[src/rtl/wave_pkg.sv]
// Package: wave_pkg
// Shared types and defaults for the waveform capture/readout path.
//   readout_state_t : readout FSM states
//   WAVE_DW         : ADC sample width, shared with the trigger capture side
//   WAVE_SCREEN_H   : default visible trace height in pixels
//   WAVE_Y_SHIFT    : default sample-to-screen right shift
package wave_pkg;

    localparam int WAVE_DW       = 12;
    localparam int WAVE_SCREEN_H = 480;
    localparam int WAVE_Y_SHIFT  = 3;

    typedef enum logic [1:0] {
        IDLE  = 2'd0,
        FETCH = 2'd1,
        WAIT  = 2'd2,
        SEND  = 2'd3
    } readout_state_t;

endpackage

[src/rtl/wave_ymap.sv]
// Module: wave_ymap
// Combinational mapping of a raw ADC sample to a screen row. The sample is
// scaled down by Y_SHIFT, clamped to the visible height and flipped so that
// larger samples appear higher on screen (smaller row number).
// Ports:
//   sample : in  DW  raw ADC code
//   y      : out 10  screen row, Y_OFFSET .. Y_OFFSET+SCREEN_H-1
module wave_ymap
    import wave_pkg::*;
#(
    parameter int DW       = WAVE_DW,
    parameter int Y_SHIFT  = WAVE_Y_SHIFT,
    parameter int SCREEN_H = WAVE_SCREEN_H,
    parameter int Y_OFFSET = 0
) (
    input  logic [DW-1:0] sample,
    output logic [9:0]    y
);

    // Saturate the scaled sample to the bottom visible row.
    function automatic logic [9:0] clamp_row(input logic [DW-1:0] s);
        if (32'(s) > 32'(SCREEN_H - 1)) begin
            return 10'(SCREEN_H - 1);
        end
        return 10'(s);
    endfunction

    logic [DW-1:0] shifted;

    assign shifted = sample >> Y_SHIFT;
    assign y       = 10'(Y_OFFSET) + (10'(SCREEN_H - 1) - clamp_row(shifted));

endmodule

[src/rtl/wave_readout.sv]
// Module: wave_readout
// Reader side of the capture buffer. After a capture completes and the
// renderer asks for a frame, walks the sample RAM from address 0 to DEPTH-1
// and streams sample, x index and screen y over a valid/ready handshake.
// One beat takes three cycles: FETCH (issue read), WAIT (register RAM data),
// SEND (hold beat until accepted).
// Optional feature: define WAVE_READOUT_MINMAX_EN to add frame_min/frame_max
// and a one-cycle minmax_valid pulse on the last accepted beat of a frame.
// Ports:
//   clk, rst_n     : clock, asynchronous active-low reset
//   cap_done       : 1-cycle pulse, RAM holds a new frame
//   frame_req      : level, renderer ready for a new frame
//   rd_en, rd_addr : RAM read request (data returns one cycle later)
//   rd_data        : RAM read data
//   out_valid/out_ready : beat handshake
//   out_sample, out_x, out_y, out_last : beat payload
//   busy           : frame in progress
//   frame_min, frame_max, minmax_valid : (WAVE_READOUT_MINMAX_EN only)
module wave_readout
    import wave_pkg::*;
#(
    parameter int DEPTH    = 256,
    parameter int AW       = $clog2(DEPTH),
    parameter int DW       = WAVE_DW,
    parameter int Y_SHIFT  = WAVE_Y_SHIFT,
    parameter int SCREEN_H = WAVE_SCREEN_H,
    parameter int Y_OFFSET = 0
) (
    input  logic          clk,
    input  logic          rst_n,
    input  logic          cap_done,
    input  logic          frame_req,
    output logic          rd_en,
    output logic [AW-1:0] rd_addr,
    input  logic [DW-1:0] rd_data,
    output logic          out_valid,
    input  logic          out_ready,
    output logic [DW-1:0] out_sample,
    output logic [AW-1:0] out_x,
    output logic [9:0]    out_y,
    output logic          out_last,
    output logic          busy
`ifdef WAVE_READOUT_MINMAX_EN
    ,
    output logic [DW-1:0] frame_min,
    output logic [DW-1:0] frame_max,
    output logic          minmax_valid
`endif
);

    localparam logic [AW-1:0] LAST_IDX = AW'(DEPTH - 1);

    readout_state_t state, state_nx;
    logic [AW-1:0]  idx;
    logic           pending;
    logic           accept;
    logic           at_end;
    logic [9:0]     y_map;

    assign accept    = (state == SEND) && out_ready;
    assign at_end    = (idx == LAST_IDX);
    assign rd_addr   = idx;
    assign out_valid = (state == SEND);
    assign busy      = (state != IDLE);

    always_comb begin
        state_nx = state;
        rd_en    = 1'b0;
        case (state)
            IDLE:    if (pending && frame_req) state_nx = FETCH;
            FETCH: begin
                rd_en    = 1'b1;
                state_nx = WAIT;
            end
            WAIT:    state_nx = SEND;
            SEND:    if (out_ready) state_nx = at_end ? IDLE : FETCH;
            default: state_nx = IDLE;
        endcase
    end

    // A new cap_done always wins over the clear so a capture arriving while
    // a frame starts is remembered for the following frame.
    always_ff @(posedge clk or negedge rst_n) begin
        if (!rst_n) begin
            state   <= IDLE;
            idx     <= '0;
            pending <= 1'b0;
        end else begin
            state <= state_nx;
            if (cap_done) begin
                pending <= 1'b1;
            end else if (state == IDLE && state_nx == FETCH) begin
                pending <= 1'b0;
            end
            if (accept) begin
                idx <= at_end ? '0 : idx + AW'(1);
            end
        end
    end

    wave_ymap #(
        .DW       (DW),
        .Y_SHIFT  (Y_SHIFT),
        .SCREEN_H (SCREEN_H),
        .Y_OFFSET (Y_OFFSET)
    ) u_ymap (
        .sample (rd_data),
        .y      (y_map)
    );

    // WAIT -> SEND boundary: RAM data and its screen row are captured together.
    always_ff @(posedge clk or negedge rst_n) begin
        if (!rst_n) begin
            out_sample <= '0;
            out_x      <= '0;
            out_y      <= '0;
            out_last   <= 1'b0;
        end else if (state == WAIT) begin
            out_sample <= rd_data;
            out_x      <= idx;
            out_y      <= y_map;
            out_last   <= at_end;
        end
    end

`ifdef WAVE_READOUT_MINMAX_EN
    logic [DW-1:0] run_min, run_max;
    logic [DW-1:0] beat_min, beat_max;

    // Beat 0 re-seeds the trackers so a previous frame never leaks in.
    always_comb begin
        beat_min = out_sample;
        beat_max = out_sample;
        if (out_x != '0) begin
            if (run_min < out_sample) beat_min = run_min;
            if (run_max > out_sample) beat_max = run_max;
        end
    end

    always_ff @(posedge clk or negedge rst_n) begin
        if (!rst_n) begin
            run_min      <= '0;
            run_max      <= '0;
            frame_min    <= '0;
            frame_max    <= '0;
            minmax_valid <= 1'b0;
        end else begin
            minmax_valid <= 1'b0;
            if (accept) begin
                run_min <= beat_min;
                run_max <= beat_max;
                if (out_last) begin
                    frame_min    <= beat_min;
                    frame_max    <= beat_max;
                    minmax_valid <= 1'b1;
                end
            end
        end
    end
`endif

endmodule

[config.mk]
export PLATFORM = sky130hd
export DESIGN_NAME = wave_readout
export DESIGN_NICKNAME = d
export VERILOG_FILES = /design/src/rtl/wave_pkg.sv /design/src/rtl/wave_ymap.sv /design/src/rtl/wave_readout.sv
export SDC_FILE = /design/constraint.sdc
export NUM_CORES = 1
export LEC_CHECK = 0
export ABC_AREA = 1
export BUFFER_PORTS_ARGS = -buffer_cell sky130_fd_sc_hd__buf_2
export CORE_ASPECT_RATIO = 1.4
export CORE_MARGIN = 5
export CORE_UTILIZATION = 45
export DETAILED_ROUTE_END_ITERATION = 12
export PLACE_DENSITY = 0.8
export SETUP_SLACK_MARGIN = 0.3
export SYNTH_ARGS = -nofsm -noshare
export SYNTH_HDL_FRONTEND = slang
export SYNTH_SLANG_ARGS = --single-unit
[constraint.sdc]
create_clock -name clk -period 1.15 [get_ports clk]
set_clock_uncertainty 0.05 [all_clocks]
set_input_delay 0.0575 -clock clk [delete_from_list [all_inputs] [get_ports clk]]
set_output_delay 0.0575 -clock clk [all_outputs]
set_load 0.01 [all_outputs]
==> results.cfg <==
[final_layout]
mostFrequentLayoutCells = 63 x nand2_1, 47 x buf_4, 40 x dfrtp_1
fillerInstances = 154
n_antenna_cell = 0
layout-drive-gt1-share = 0.544
syn_to_final_growth_pct = 88.0
final_util = 0.863
layout_commonest_cell = nand2_1
layout.nets = 360

[clocking]
clock_path_buffers = 2
cts.sinks = 42
clk_pin_slew_worst_paths_ps = 100
htreeDepth = 2
clk_latency_ps = 310
cts-root-buf = clkbuf_8
cts-buffers-inserted = 5
cts_tree = yes

[pwr]
total_leakage_power_nw = 1.76
vdd_drop_max_uv = 2160
p_per_area_nw_per_um2 = 2710

[floorplanning]
dieWidth_um = 63.2
start_util = 0.459
row_count = 27
fp.dieArea_um2 = 5340
die_h_um = 84.5
top_level_ports = 59
core_area_um2 = 3880

[placed_design]
port_buffers = 58
hpwl_um = 3170
dp_slack_ps = -90.4
gp_congestion = 0.779

[timing]
hold_viol = 0
relSlewSlack = 0.748
min_period_ps = 1400
setup_viol = 47
clock.fmax_ghz = 0.714
tightest_slew_ps = 378
rsz0062_at_grt = yes
finalCritPeriodShare = 1.22
drv_slew = 0
timing.final.ws_setup_ps = -251

[global_routing]
grt_max_degree = 29
grt.met2_usage = 0.447
top_usage_layer = met2
grt-ovfl-total = 0
antenna_found_initial = 0
grt_pass1_vias = 2125
grt_use_total = 0.258
grt_pass1_wl_um = 10700
grt_use_met3 = 0.0616
grt_use_met1 = 0.301

[drt]
wl_per_cell_um = 22.6
routed-via-count = 2253
firstDrtPassIters = 5
remaining_drc_errors = 0
drtAntennaViolNets = 0
drt-total-wl_um = 8690
drt-initial-drc-count = 250
post_drt_via_cell_ratio = 5.85

[min_path]
hold_depth = 3
hp-class = in2reg

[worst_setup_path]
cp_common_cell = nand2_1
cp_cell_sequence = buf_4 -> nor2_4 -> buf_12 -> inv_12 -> nand2_1 -> nand2_1
timing.critical_path.slowest_stage_cell = dfrtp_1
required_ps = 1280
crit_type = reg2reg
path_buf_inv = 3
cp-end-kind = flip-flop
path_depth = 6
cp.arrival_ps = 1530
cp_max_fo = 22
r2r_cells = 6
cp-start-kind = flip-flop
cp_slowest_stage_delay_ps = 440
critPathTopFamily = flip-flops

[job]
cap_violations = 0

[synth]
synth-seq-cells = 42
synth.distinct_cells = 24
synth-seq-area-share = 0.589
ys.warnings.count = 0
syn_inst = 201
synth_fp_nets = 220
avgSynthCellArea_um2 = 8.87
netlist_area_um2 = 1780

[outcome]
status = finished with violations
violations = negative setup slack
routing by layer:
layer / wire length (µm) / share of wire / vias up
li1: - / - / 914
met1: 3030 / 0.35 / 1092
met2: 4270 / 0.49 / 199
met3: 912 / 0.10 / 48
met4: 478 / 0.055 / 0
met5: 0 / 0 / -
flip-flops by register name, summed over array words and instances, names as in the netlist:
register,flops
out_y,10
out_x,8
out_last,1
state,2
out_sample,12
pending,1
rd_addr,8
worst reg2reg max path, stage by stage (launching register included):
cell and delay [ps]:
dfrtp_1 440, buf_4 170, nor2_4 100, buf_12 180, inv_12 80, nand2_1 130, nand2_1 130
through the flow:
stage | cell area, µm² | TNS (ps) | std cells | power [mW] | hold WS, ps
final | 3350 | -6660 | 385 | 9.08 | 63.4
after CTS | 3050 | -1760 | 367 | 7.53 | 19.1
after detailed placement | 2310 | -1310 | 316 | 5.00 | -57.1
after global placement | 2310 | -507 | 316 | 4.90 | -63.0
after floorplan | 1860 | -566 | 201 | 3.87 | -288
after global routing | 3350 | -8520 | 385 | 9.39 | 50.2
area by class of cell:
type | instances | area (µm²) | share of cell area
Clock inverter | 2 | 37.5 | 0.0112
Tap cell | 43 | 53.8 | 0.0161
Timing Repair inverter | 1 | 16.3 | 0.00485
Timing Repair Buffer | 138 | 1170 | 0.351
Sequential cell | 42 | 1050 | 0.314
Clock buffer | 6 | 72.6 | 0.0216
Inverter | 17 | 85.1 | 0.0254
Multi-Input combinational cell | 136 | 858 | 0.256
what timing repair did:
| item | 4_1_cts | 5_1_grt |
|---|---|---|
| pin swaps | 24 | 9 |
| cloned | 2 | 1 |
| gates resized for setup | 61 | 35 |
| setup endpoints to repair | 84 | 84 |
| hold buffers | 12 | 0 |
| setup buffers | 29 | 17 |
| hold endpoints to repair | 59 | 0 |
cell usage after synthesis, drive strengths merged:
cell type   n  share of area
nand2      85           0.18
dfrtp      42           0.59
inv        17          0.036
nor2       14          0.039
o21ai      13          0.036
nand3       7          0.020
buf         5          0.018
o31ai       5          0.024
ha          2          0.014
nand4       2         0.0070
xor2        2         0.0098
a31oi       1         0.0035
clkbuf      1         0.0021
nor3        1         0.0028
nor3b       1         0.0042
o21bai      1         0.0042
or2         1         0.0035
xnor2       1         0.0049
final timing paths:
check	end	slack, ps	from
min in group asynchronous	out_y[6]	130	rst_n
max	out_sample[10]	-250	state[0]
min reg2reg	out_sample[9]	470	out_sample[9]
max in group asynchronous	out_x[1]	440	rst_n
max reg2reg	out_sample[10]	-250	state[0]
min	out_sample[8]	60	rd_data[8]
where the power goes:
group | internal, mW | total (mW) | switching [mW]
clock | 0.649 | 1.22 | 0.571
combinational | 2.64 | 5.29 | 2.65
sequential | 2.05 | 2.57 | 0.515
logic make-up (layout without fill, tap and decap cells):
group | count (synthesis) | in the layout | share of synthesized area
buffers and inverters | 23 | 164 | 0.0554
AO/OA/AOI/OAI | 20 | 20 | 0.0681
adder cells (fa/ha/maj) | 2 | 2 | 0.0140
flip-flops | 42 | 42 | 0.589
XOR/XNOR | 3 | 3 | 0.0147
AND/OR/NAND/NOR | 111 | 111 | 0.258
(Power assumes the default switching activity.)
